## src/rtl/uart_tx_scheduler.sv

```systemverilog
// Round-robin scheduler sharing one UART byte sender between NUM_REQ requesters.
// Each grant goes out as a two-byte frame: header (HEADER_BASE + index), then the latched payload.
module uart_tx_scheduler #(
   parameter int         NUM_REQ        = 2,
   parameter logic [7:0] HEADER_BASE    = 8'hA0,
   parameter int         ACCEPT_TIMEOUT = 4095
) (
   input  logic                   clock,
   input  logic                   reset_n,
   input  logic [NUM_REQ-1:0]     req,
   input  logic [8*NUM_REQ-1:0]   req_data,
   output logic [NUM_REQ-1:0]     ack,
   output logic [1:0]             grant_id,
   output logic                   sched_busy,
   output logic                   tx_err,
   output logic                   tx_start,
   output logic [7:0]             tx_data,
   input  logic                   tx_busy
);

   localparam int CW = $clog2(ACCEPT_TIMEOUT + 1);

   typedef enum logic [1:0] {IDLE, START, WAIT_BUSY, WAIT_IDLE} state_e;

   state_e               state_q;
   logic [NUM_REQ-1:0]   ack_q;
   logic [1:0]           grant_q;
   logic [1:0]           rr_q;
   logic                 byte_idx_q;
   logic [7:0]           payload_q;
   logic [7:0]           tx_data_q;
   logic                 tx_start_q;
   logic                 busy_q;
   logic                 err_q;
   logic [CW-1:0]        cnt_q;

   logic [1:0]           win;
   logic                 win_vld;
   logic [7:0]           win_data;
   logic [1:0]           rr_next;

   // Lowest rotation distance from rr_q wins; loops unroll to constant indices.
   always_comb begin
      win     = '0;
      win_vld = 1'b0;
      for (int k = NUM_REQ - 1; k >= 0; k--) begin
         for (int i = 0; i < NUM_REQ; i++) begin
            if (req[i] && ((int'(rr_q) + k == i) || (int'(rr_q) + k == i + NUM_REQ))) begin
               win     = 2'(i);
               win_vld = 1'b1;
            end
         end
      end
   end

   always_comb begin
      win_data = '0;
      for (int i = 0; i < NUM_REQ; i++) begin
         if (2'(i) == win) win_data = req_data[8*i +: 8];
      end
   end

   assign rr_next = (grant_q == 2'(NUM_REQ - 1)) ? 2'd0 : grant_q + 2'd1;

   always_ff @(posedge clock or negedge reset_n) begin
      if (!reset_n) begin
         state_q    <= IDLE;
         ack_q      <= '0;
         grant_q    <= '0;
         rr_q       <= '0;
         byte_idx_q <= 1'b0;
         payload_q  <= '0;
         tx_data_q  <= 8'hFF;
         tx_start_q <= 1'b0;
         busy_q     <= 1'b0;
         err_q      <= 1'b0;
         cnt_q      <= '0;
      end else begin
         ack_q      <= '0;
         tx_start_q <= 1'b0;
         err_q      <= 1'b0;
         unique case (state_q)
            IDLE: begin
               if (win_vld) begin
                  grant_q    <= win;
                  payload_q  <= win_data;
                  byte_idx_q <= 1'b0;
                  busy_q     <= 1'b1;
                  state_q    <= START;
               end
            end
            START: begin
               tx_data_q  <= byte_idx_q ? payload_q : HEADER_BASE + {6'd0, grant_q};
               tx_start_q <= 1'b1;
               cnt_q      <= '0;
               state_q    <= WAIT_BUSY;
            end
            WAIT_BUSY: begin
               if (tx_busy) begin
                  state_q <= WAIT_IDLE;
               end else begin
                  cnt_q <= cnt_q + 1'b1;
                  if ({1'b0, cnt_q} + 1 == ACCEPT_TIMEOUT) begin
                     err_q   <= 1'b1;
                     rr_q    <= rr_next;
                     busy_q  <= 1'b0;
                     state_q <= IDLE;
                  end
               end
            end
            WAIT_IDLE: begin
               if (!tx_busy) begin
                  if (!byte_idx_q) begin
                     byte_idx_q <= 1'b1;
                     state_q    <= START;
                  end else begin
                     ack_q   <= {{(NUM_REQ-1){1'b0}}, 1'b1} << grant_q;
                     rr_q    <= rr_next;
                     busy_q  <= 1'b0;
                     state_q <= IDLE;
                  end
               end
            end
            default: state_q <= IDLE;
         endcase
      end
   end

   assign ack        = ack_q;
   assign grant_id   = grant_q;
   assign sched_busy = busy_q;
   assign tx_err     = err_q;
   assign tx_start   = tx_start_q;
   assign tx_data    = tx_data_q;

endmodule

```

## config.mk

```make
export PLATFORM = sky130hd
export DESIGN_NAME = uart_tx_scheduler
export DESIGN_NICKNAME = d
export VERILOG_FILES = /design/src/rtl/uart_tx_scheduler.sv
export SDC_FILE = /design/constraint.sdc
export NUM_CORES = 1
export LEC_CHECK = 0
export BUFFER_PORTS_ARGS = -buffer_cell sky130_fd_sc_hd__buf_2
export CORE_ASPECT_RATIO = 1.1
export CORE_MARGIN = 2
export CORE_UTILIZATION = 30
export DETAILED_ROUTE_END_ITERATION = 10
export PLACE_DENSITY_LB_ADDON = 0.08
export SLEW_MARGIN = 30
export SYNTH_ARGS = -nofsm -noshare
export SYNTH_HDL_FRONTEND = slang
export SYNTH_SLANG_ARGS = --single-unit
export TNS_END_PERCENT = 100
```

## constraint.sdc

```tcl
create_clock -name clock -period 2.75 [get_ports clock]
set_input_delay 0.1375 -clock clock [delete_from_list [all_inputs] [get_ports clock]]
set_output_delay 0.1375 -clock clock [all_outputs]
set_load 0.05 [all_outputs]
```

After elaboration in Yosys (flattened, before gate mapping):

Cells that the tools add are included.

* register bits: 40
* input port bits: 21
* output and inout bits: 15
* logic and storage cells: 97

* add/sub/neg operators: 5
* equality and inequality tests: 18
* shift-type cells: 1
* muxes and demuxes: 40
* reductions and logical operators: 22

Operators with widths (number)
* 32-bit zero test: 2
* 32-bit by 2-bit == test with 1-bit output, second input constant: 1
* 32-bit by 3-bit == test with 1-bit output, second input constant: 1
* 2-bit 2-to-1 mux: 14
* 8-bit 2-to-1 mux: 3
* 12-bit case mux with 2 select lines: 1
* 1-bit 2-to-1 mux: 17
* 12-bit by 1-bit adder with 13-bit output, second input constant: 1
* 13-bit by 12-bit == test with 1-bit output, second input constant: 1
* 12-bit by 1-bit adder with 12-bit output, second input constant: 1
* 12-bit 2-to-1 mux: 1
* 2-bit inequality test, second input constant: 5
* 8-bit by 2-bit adder with 8-bit output, first input constant: 1
* 2-bit == test, second input constant: 4
* 2-bit case mux with 4 select lines: 1
* 2-bit by 1-bit == test with 1-bit output, second input constant: 3
* 3-bit AND reduction: 2
* 6-bit AND reduction: 1
* 2-bit nonzero test: 3
* 5-bit AND reduction: 1
* 1-bit logical AND: 4
* 2-bit zero test: 2
* 1-bit logical OR: 4
* 2-bit case mux with 2 select lines: 1
* 10 further kinds: 11

Logic depth before layout (Yosys ltp):

Gate-level depths: netlist (run 1).

* depth in word-level cells: 10
* gate-level depth with buffers: 9
* gate-level depth less buffers: 7

Least setup slack after synthesis (run 1):

No wires, ideal clock.

* kind: reg-to-reg
* start point: reg cnt_q[0]
* end point: reg state_q[0]
* library setup time: 0.124 ns
* arrival: 1.884 ns
* data required time: 2.626 ns
* setup slack: 0.742 ns
* stages on the path, launching flop included: 9
* buffers on the path: 1
* period minus slack after synthesis: 2.008 ns
* cell sequence: dfrtp_1 ha_1 buf_2 inv_1 or3_4 a211oi_1 and4bb_2 nor3_1 a211o_1

* word-level cells in the longest chain between the ends: 4

Ends and longest elaborated chain
* start: declaration: RTL line 35 `logic [CW-1:0] cnt_q;`
* start signal: assignment: RTL line 102 `cnt_q <= cnt_q + 1'b1;`
* 12-bit by 1-bit adder with 13-bit output: RTL line 103 `if ({1'b0, cnt_q} + 1 == ACCEPT_TIMEOUT) begin`
* 13-bit by 12-bit == test with 1-bit output: RTL line 103
* 3-bit inequality test (no line)
* 3-bit AND reduction (no line)
* end signal: assignment: RTL line 100 `state_q <= WAIT_IDLE;`
* end signal: assignment: RTL line 107 `state_q <= IDLE;`
* end signal: assignment: RTL line 115 `state_q <= START;`
* end: declaration: RTL line 25 `state_e state_q;`

Every way passes these cells.
A chain may end at the register's enable or synchronous reset.

Worst setup path in the final report (run 1):

Ends and elaborated chain as after synthesis.

==> results.py, run 1 <==
metrics = {
    "sta": {
        "final.min_clock_period_ns": 2.23,
        "clock.fmax_mhz": 449,
        "setup_violations": 0,
        "hold_viol": 0,
        "worst_pin_slew_ns": 0.632,
        "fin_tns_setup_ns": 0,
        "skew_ns": 0.00754,
        "timing.final.ws_setup_ns": 0.520,
        "slew_viol_final": 0,
        "slew_headroom_pct": 57.8,
        "rsz0062_at_grt": "no",
        "fin_crit_sh_pct": 81.1,
    },
    "synth": {
        "yosysSeqAreaShare_pct": 45.0,
        "synth_simple_gate_area_share_pct": 19.2,
        "synth_top_family_by_area": "compound AO/OA/AOI/OAI gates",
        "syn_area_mm2": 0.00214,
        "synth_edf_count": 0,
        "synth_nets": 265,
        "synth_mux_area_share_pct": 4.69,
        "synth-compound-area-share_pct": 20.0,
        "synthCells": 237,
        "yosys.area_share.xor_xnor_pct": 0.820,
        "synth.distinct_cells": 45,
        "ys_warn_count": 0,
        "yosys_register_bits": 38,
        "synthAdderAreaFrac_pct": 4.10,
        "ys.flop_type": "dfrtp_1",
        "postSynth.asyncResetShare_pct": 100,
        "synth.avg_cell_area_um2": 9.01,
    },
    "drt": {
        "drc": 0,
        "met1Wirelength_mm": 2.42,
        "via_per_inst": 4.88,
        "routedWlPerCell_um": 14.0,
        "drtIter0Drc": 71,
        "num_vias": 1727,
        "drt-pass1-iter-count": 4,
        "route.met2.wl_mm": 2.23,
        "met3_length_um": 237,
        "ant_nets": 0,
        "wirelength_mm": 4.95,
        "highest_layer": "met4",
    },
    "min_path": {
        "min_path_cells": 3,
        "hold_path_class": "input pin to flip-flop",
    },
    "placement": {
        "portBuffers": 34,
        "gp_congestion": 0.801,
        "dp_hpwl_mm": 3.46,
        "place_worst_setup_slack_ns": 0.509,
    },
    "worst_setup_path": {
        "cp.required_ns": 2.93,
        "max_stage_delay_ns": 0.45,
        "end_kind": "flip-flop",
        "critPathMaxFanout": 8,
        "cp_slowest_cell": "dfrtp_1",
        "critical_path_class": "flip-flop to flip-flop",
        "crit_arrival_ns": 2.41,
        "start_kind": "flip-flop",
        "rr_worst_depth": 7,
        "path_cells": "ha_1 -> inv_1 -> or3_4 -> a211oi_1 -> and4bb_2 -> nor3_1 -> a211o_1",
    },
    "global_route": {
        "antenna_found_initial": 0,
        "grt_pass1_vias": 1718,
        "overflow": 0,
        "grt_first_pass_wirelength_mm": 8.51,
        "grt_use_total_pct": 13.7,
        "grt_max_degree": 39,
    },
    "clock_network": {
        "tritoncts": "done",
        "cts_buffers": 5,
        "h-tree-depth": 2,
        "clk_latency_ns": 0.29,
        "path_clk_slew_ns": 0.08,
        "cts_sinks": 38,
        "clock_path_buffers": 2,
        "postCtsSetupRepairBufs": 0,
        "root_buffer": "clkbuf_8",
    },
    "final_layout": {
        "area.growth.synth_to_final_pct": 15.5,
        "seq_area_um2": 961,
        "layout_commonest_cell": "o21ai_0",
        "fill_cells": 732,
        "multi_input_area_mm2": 0.00105,
        "drive_gt1_share_pct": 22.7,
        "final_net_count": 296,
        "diodes": 0,
        "final_cell_mix": "37 x o21ai_0, 33 x buf_2, 30 x dfrtp_1",
    },
    "power_and_ir_drop": {
        "intPower_w": 0.00129,
        "p_seq_share_pct": 38.8,
        "switching_power_w": 0.00107,
        "vdd_ir_drop_max_mv": 0.414,
        "power.static_leakage_nw": 1.12,
        "power.density_mw_per_mm2": 958,
        "p_comb_share_pct": 44.9,
        "netSwitchingFraction_pct": 45.5,
        "pwr-share-clk_pct": 16.3,
    },
    "die": {
        "fp.dieW_um": 84.5,
        "initial_core_util_pct": 30.7,
        "core-area_mm2": 0.00697,
        "fp-row-count": 32,
        "io_pins": 36,
        "die_height_um": 92.5,
        "die-area_mm2": 0.00781,
    },
    "status": {
        "status": "finished clean",
    },
    "job": {
        "cap_violations": 0,
    },
}
-- per-layer routing --
metal	up-vias	GRT usage, %
met4	0	3.97
met3	6	2.76
met1	794	18.2
met5	-	0
met2	40	22.8
li1	887	-
-- power by group through the flow --
stage	registers, W	logic [W]	clock network [W]
after global placement	0.000931	0.00107	0
after floorplan	0.00115	0.000578	0
after CTS	0.000918	0.00108	0.000402
after detailed placement	0.000929	0.00108	0
after global routing	0.000951	0.00120	0.000427
final	0.000916	0.00106	0.000386
-- worst max-delay path, delay by kind of cell, from the launching register on --
kind	cells	cell delay, ns
compound gates	2	0.46
fa+ha+maj	1	0.33
buf+inv	1	0.13
flops	1	0.45
simple gates	3	0.75
-- Yosys cell counts (2+ instances only) --
| library cell | n | share of area, % |
|---|---|---|
| a21oi_1 | 10 | 2.3 |
| nor4_1 | 3 | 0.88 |
| o21ai_0 | 37 | 8.7 |
| clkbuf_1 | 8 | 1.4 |
| nor3_1 | 6 | 1.4 |
| ha_1 | 7 | 4.1 |
| and2_1 | 3 | 0.88 |
| nand2_1 | 28 | 4.9 |
| nand2b_1 | 2 | 0.59 |
| a211oi_1 | 3 | 1.1 |
| o31ai_1 | 3 | 1.1 |
| inv_1 | 16 | 2.8 |
| a21o_1 | 2 | 0.70 |
| buf_4 | 3 | 1.1 |
| nand3_1 | 10 | 2.3 |
| mux2i_1 | 10 | 4.7 |
| a22o_1 | 2 | 0.82 |
| dfstp_2 | 8 | 9.8 |
| dfrtp_1 | 30 | 35 |
| a211o_1 | 2 | 0.82 |
| a31oi_1 | 2 | 0.59 |
| nor2_1 | 17 | 3.0 |
| buf_2 | 2 | 0.47 |
| and4_2 | 2 | 0.94 |
-- area by class of cell --
class,instances,area share (%)
multi-input cells,169,42.6
clock buffers,6,2.94
clock inverters,2,0.406
flip-flops and latches,38,39.0
repair buffers,38,8.32
well taps,85,4.31
inverters,16,2.44
-- state kept, by name, indices dropped and copies added (netlist names) --
name	cells
sched_busy	1
cnt_q	12
state_q	2
tx_start	1
byte_idx_q	1
grant_id	1
payload_q	8
tx_data	8
rr_q	1
tx_err	1
ack	2
-- final timing paths --
kind                                   from      endpoint  slack [ns]
worst max-delay path               cnt_q[0]    state_q[0]        0.52
worst min-delay path            req_data[7]  payload_q[7]        0.13
worst max register to register     cnt_q[0]    state_q[0]        0.52
worst min register to register   tx_data[2]    tx_data[2]        0.47
max in group asynchronous           reset_n    tx_data[0]        2.03
min in group asynchronous           reset_n  payload_q[1]        0.36
-- repair_timing --
action,in CTS,in global routing
endpoints found under the hold margin,0,30
hold buffers,0,1
setup endpoints to repair,0,0
gates resized for setup,0,0
-- stage by stage --
step           util (%)  std cells  total power (W)  instance area (µm²)  hold WS, ns
3_5_place_dp       34.0        345          0.00201                 2370        0.328
5_1_grt            35.4        354          0.00258                 2470        0.161
2_1_floorplan         -        237          0.00173                 2140       -0.158
4_1_cts            35.2        353          0.00240                 2450      0.00467
3_3_place_gp       34.0        345          0.00200                 2370        0.320
6_report           35.4        354          0.00236                 2470        0.135
-- kinds of logic after synthesis --
| kind of cell | after synthesis |
|---|---|
| XOR/XNOR | 2 |
| multiplexers | 10 |
| other | 1 |
| flip-flops | 38 |
| AND/OR/NAND/NOR | 80 |
| AO/OA/AOI/OAI | 69 |
| adder cells (fa/ha/maj) | 7 |
| buffers and inverters | 30 |
No activity file was read; power rests on OpenSTA's default activity.
==> run 2, diff against run 1 <==
clock period = 1.95 ns   (was 2.75 ns; I/O delays follow)
==> run 2 against run 1 <==
Non-clock buffer count grew 27. Register-to-register slack lost 0.47 ns. Wire length grew 1.3%. Global-route usage shrank 0.30 points. Highest routed layer unchanged. Cell count grew 7.6%. Die area is the same. Sequential cell count is the same. Hold slack lost 0.045 ns. Core utilization grew 4.3 points. Sequential share of layout area shrank 3.9 points. Critical path type unchanged.
==> results.py, run 2 (same netlist as run 1, synthesis figures left out) <==
metrics = {
    "final_layout": {
        "final_net_count": 323,
        "final_cell_mix": "36 x o21ai_0, 34 x buf_2, 30 x buf_4",
        "fill_cells": 714,
        "diodes": 0,
        "multi_input_area_mm2": 0.00111,
        "area.growth.synth_to_final_pct": 29.5,
        "top_register": "cnt_q",
        "drive_gt1_share_pct": 35.5,
        "layout_commonest_cell": "o21ai_0",
        "largest_reg_flops": 12,
        "seq_area_um2": 968,
    },
    "min_path": {
        "hold_path_end": "ack[1]",
        "holdCritStartpoint": "tx_busy",
        "min_path_cells": 2,
        "hold_path_class": "input pin to flip-flop",
    },
    "drt": {
        "via_per_inst": 4.87,
        "routedWlPerCell_um": 13.2,
        "ant_nets": 0,
        "drt-pass1-iter-count": 4,
        "wirelength_mm": 5.02,
        "drtIter0Drc": 55,
        "num_vias": 1857,
        "drc": 0,
    },
    "worst_setup_path": {
        "path_cells": "ha_4 -> a21o_1 -> a31oi_2 -> o32ai_1 -> and4bb_2 -> nor3_1 -> a211o_1",
        "cp_num_buf_inv": 0,
        "rr_worst_depth": 7,
        "critical_path_class": "flip-flop to flip-flop",
        "crit_arrival_ns": 2.07,
        "start_kind": "flip-flop",
        "end_kind": "flip-flop",
        "ff2ff_setup_slack_ns": 0.05,
        "worstReg2RegEnd": "state_q[0]",
        "cp_top_family": "compound AO/OA/AOI/OAI gates",
        "regToRegStartpoint": "cnt_q[0]",
        "max_stage_delay_ns": 0.45,
        "crit_start": "cnt_q[0]",
        "cp.required_ns": 2.12,
        "critPathMaxFanout": 5,
        "cp_slowest_cell": "dfrtp_2",
    },
    "sta": {
        "fin_hold_ws_ns": 0.0895,
        "hold_viol": 0,
        "clock.fmax_mhz": 527,
        "fin_crit_sh_pct": 97.3,
        "skew_ns": 0.00506,
        "timing.final.ws_setup_ns": 0.0529,
        "final.min_clock_period_ns": 1.90,
        "worst_pin_slew_ns": 0.561,
        "slew_headroom_pct": 62.6,
        "rsz0062_at_grt": "yes",
        "slew_viol_final": 0,
        "setup_violations": 0,
    },
    "global_route": {
        "grt_pass1_vias": 1809,
        "grt_use_total_pct": 13.4,
        "overflow": 0,
        "grt_first_pass_wirelength_mm": 8.36,
        "antenna_found_initial": 0,
        "grt_max_degree": 24,
    },
    "job": {
        "cap_violations": 0,
    },
    "clock_network": {
        "clock_path_buffers": 2,
        "h-tree-depth": 2,
        "tritoncts": "done",
        "path_clk_slew_ns": 0.08,
        "cts_sinks": 38,
        "cts_buffers": 5,
        "clk_latency_ns": 0.29,
        "root_buffer": "clkbuf_8",
    },
    "die": {
        "fp.dieW_um": 84.5,
        "io_pins": 36,
        "die-area_mm2": 0.00781,
        "initial_core_util_pct": 30.7,
        "fp-row-count": 32,
        "die_height_um": 92.5,
        "core-area_mm2": 0.00697,
    },
    "power_and_ir_drop": {
        "vdd_ir_drop_max_mv": 0.681,
        "power.density_mw_per_mm2": 1320,
        "power.static_leakage_nw": 1.25,
    },
    "placement": {
        "dp_hpwl_mm": 3.78,
        "gp_congestion": 0.766,
        "place_worst_setup_slack_ns": -0.0370,
        "portBuffers": 34,
    },
    "status": {
        "status": "finished clean",
    },
}
==> run 2: changes by cell type in the layout (fill, tap and decap cells not counted), moves of 2 or more <==
| cell | change |
|---|---|
| clkinvlp_4 | +2 |
| o21ai_1 | +2 |
| buf_4 | +26 |
| nand3_1 | -3 |
| dfrtp_1 | -6 |
| nand3_2 | +3 |
| clkinv_2 | -2 |
| dfrtp_2 | +6 |
==> run 2: where the power goes <==
group,total (W),switching [W],leakage (nW),internal [W]
Sequential,0.00126,0.000170,0.464,0.00109
Clock,0.000672,0.000292,0.0504,0.000381
Combinational,0.00173,0.00111,0.738,0.000619
Total,0.00366,0.00157,1.25,0.00209
==> run 2: through the flow <==
| step | cells | TNS (ns) | total power [W] | util, % | cell area (µm²) |
|---|---|---|---|---|---|
| after global routing | 381 | -0.0652 | 0.00398 | 39.7 | 2770 |
| after CTS | 377 | 0 | 0.00371 | 39.0 | 2720 |
| final | 381 | 0 | 0.00366 | 39.7 | 2770 |
| after global placement | 367 | -0.0862 | 0.00298 | 36.5 | 2540 |
| after floorplan | 237 | 0 | 0.00244 | - | 2150 |
| after detailed placement | 367 | -0.103 | 0.00298 | 36.5 | 2540 |
==> run 2: how the worst max path moves through the flow <==
stage                     slack, ns  depth (start not counted)    endpoint
after CTS                     0.006                          7  state_q[0]
after global placement        -0.04                          7  state_q[0]
after floorplan               0.008                          8  state_q[0]
after detailed placement      -0.04                          7  state_q[0]
final                          0.05                          7  state_q[0]
after global routing          -0.03                          7  state_q[0]
==> run 2: metal layers <==
| metal | GRT usage [%] | up-vias | wire [µm] |
|---|---|---|---|
| met2 | 22.4 | 42 | 2390 |
| met4 | 4.37 | 0 | 68 |
| li1 | - | 944 | - |
| met3 | 3.39 | 6 | 244 |
| met1 | 17.0 | 865 | 2310 |
| met5 | 0 | - | 0 |
==> run 2: final cells by class <==
cell class / count / area share [%]
clock buffers: 5 / 2.49
flip-flops and latches: 38 / 35.0
repair buffers: 65 / 14.7
multi-input cells: 169 / 40.2
well taps: 85 / 3.85
clock inverters: 3 / 1.63
inverters: 16 / 2.17
==> run 2: repair_timing <==
item	in CTS	in global routing
setup buffers	1	4
endpoints found under the hold margin	14	0
resized for setup	9	8
hold buffers	1	0
setup endpoints to repair	5	5
pin swaps	6	6
==> run 2: worst reg2reg max path, delay by kind of cell, from the launching register on <==
kind	cells	cell delay (ns)
AO/OA/AOI/OAI	4	0.71
adder cells (fa/ha/maj)	1	0.19
flip-flops	1	0.45
AND/OR/NAND/NOR	2	0.43
==> run 3, diff against run 2 <==
CORE_MARGIN = unset   (was 2)
MAX_ROUTING_LAYER = met4   (was unset)
SETUP_SLACK_MARGIN = 0.15   (was unset)
==> run 3 against run 2 <==
Critical path depth fell by 1. Wire length rose by 1.9%. Hold slack gained 0.0062 ns. Worst setup slack better by 0.0066 ns. Sequential cell count unchanged. Critical endpoint unchanged. Largest power group unchanged.
==> results.py, run 3 (same netlist as run 1, synthesis figures left out) <==
metrics = {
    "sta": {
        "rsz0062_at_grt": "yes",
        "clock.fmax_mhz": 529,
        "skew_ns": 0.00549,
        "final.min_clock_period_ns": 1.89,
        "slew_headroom_pct": 63.8,
        "slew_viol_final": 0,
        "timing.final.ws_setup_ns": 0.0594,
        "setup_violations": 0,
        "fin_crit_sh_pct": 97.0,
        "worst_pin_slew_ns": 0.543,
        "hold_viol": 0,
    },
    "worst_setup_path": {
        "end_kind": "flip-flop",
        "cp_num_buf_inv": 0,
        "path_cells": "nand4_4 -> or3_4 -> a211oi_2 -> and4bb_2 -> nor3_1 -> a211o_1",
        "cp.required_ns": 2.12,
        "max_stage_delay_ns": 0.44,
        "cp_slowest_cell": "or3_4",
        "crit_arrival_ns": 2.06,
        "critical_path_class": "flip-flop to flip-flop",
        "critPathMaxFanout": 7,
        "start_kind": "flip-flop",
        "cp_top_family": "simple AND/OR/NAND/NOR gates",
    },
    "final_layout": {
        "final_net_count": 322,
        "largest_reg_flops": 12,
        "diodes": 0,
        "layout_commonest_cell": "o21ai_0",
        "stdcell_count": 377,
        "postLayoutCoreUtil_pct": 40.7,
        "drive_gt1_share_pct": 35.6,
        "top_register": "cnt_q",
        "final_cell_mix": "35 x o21ai_0, 34 x buf_2, 27 x nand2_1, 27 x buf_4, 24 x dfrtp_1",
        "area.growth.synth_to_final_pct": 28.6,
        "fill_cells": 699,
    },
    "clock_network": {
        "cts_buffers": 5,
        "path_clk_slew_ns": 0.07,
        "root_buffer": "clkbuf_8",
        "cts_sinks": 38,
        "clock_path_buffers": 2,
        "clk_latency_ns": 0.28,
        "h-tree-depth": 2,
        "tritoncts": "done",
    },
    "drt": {
        "drtIter0Drc": 67,
        "wirelength_mm": 5.11,
        "num_vias": 1809,
        "via_per_inst": 4.80,
        "drt-pass1-iter-count": 4,
        "ant_nets": 0,
        "routedWlPerCell_um": 13.6,
        "drc": 0,
    },
    "die": {
        "die_height_um": 90.5,
        "io_pins": 36,
        "core-area_mm2": 0.00675,
        "initial_core_util_pct": 31.6,
        "die-area_mm2": 0.00746,
        "fp-row-count": 31,
        "fp.dieW_um": 82.5,
    },
    "job": {
        "cap_violations": 0,
    },
    "min_path": {
        "hold_path_class": "input pin to flip-flop",
    },
    "placement": {
        "place_worst_setup_slack_ns": -0.0322,
        "portBuffers": 34,
        "gp_congestion": 0.814,
        "dp_hpwl_mm": 3.71,
        "dp.cells": 365,
    },
    "power_and_ir_drop": {
        "power.static_leakage_nw": 1.25,
        "vdd_ir_drop_max_mv": 0.547,
        "power.density_mw_per_mm2": 1290,
    },
    "global_route": {
        "grt_max_degree": 39,
        "grt_first_pass_wirelength_mm": 8.53,
        "overflow": 0,
        "antenna_found_initial": 0,
        "grt_use_total_pct": 15.3,
        "grt_pass1_vias": 1804,
    },
    "status": {
        "status": "finished clean",
    },
}
run 3: changes by cell type in the layout (fill, tap and decap cells not counted), sizes merged:
cell      before  now
buf           64   63
clkbuf         5    6
bufinv         1    0
clkinvlp       2    0
clkinv         0    2
run 3: routing by layer:
metal / GRT usage [%] / vias up / share of wire [%]
met5: - / - / 0
met4: 3.95 / 0 / 1.1
met3: 3.13 / 6 / 3.3
met2: 24.3 / 29 / 47
met1: 19.6 / 836 / 48
li1: - / 938 / -
run 3: final timing paths:
check / startpoint / to / slack [ns] / cells past startpoint
worst max-delay path: cnt_q[5] / state_q[0] / 0.06 / 6
worst min-delay path: req_data[9] / payload_q[1] / 0.1 / 3
worst max register to register: cnt_q[5] / state_q[0] / 0.06 / 6
worst min register to register: tx_data[2] / tx_data[2] / 0.47 / 2
max in group asynchronous: reset_n / cnt_q[4] / 1.18 / 3
min in group asynchronous: reset_n / payload_q[2] / 0.39 / 3
run 3: layout make-up:
type	count	area, µm²	share of cell area (%)
multi-input cells	169	1130	41.0
flip-flops and latches	38	968	35.2
repair buffers	64	405	14.8
well taps	82	103	3.73
clock buffers	6	72.6	2.64
inverters	16	62.6	2.28
clock inverters	2	10.0	0.364
run 3: worst register-to-register path: cells and delay by family, from the launching register on:
| family | cells | cell delay, ns |
|---|---|---|
| AND/OR/NAND/NOR | 4 | 0.95 |
| AO/OA/AOI/OAI | 2 | 0.40 |
| flip-flops | 1 | 0.43 |
run 3: report_power, final:
group	leakage [nW]	switching, W	internal (W)
combinational	0.740	0.00112	0.000630
clock	0.0450	0.000278	0.000248
sequential	0.464	0.000174	0.00109
run 3: per-stage QoR:
stage | TNS, ns | hold slack, ns | area [µm²] | total power [W]
detailed placement | -0.0514 | 0.190 | 2550 | 0.00297
floorplan | 0 | -0.198 | 2150 | 0.00245
finish | 0 | 0.0957 | 2750 | 0.00354
global route | -0.0456 | 0.0961 | 2750 | 0.00383
global placement | -0.0371 | 0.191 | 2550 | 0.00297
CTS | 0 | 0.0838 | 2720 | 0.00359
run 3: repair_timing:
action                     in CTS  in global routing
hold endpoints to repair       30                  0
pin swaps                       5                  6
gates resized for setup        16                  6
hold buffers                    1                  0
setup endpoints to repair      16                  5
buffers inserted                2                  1
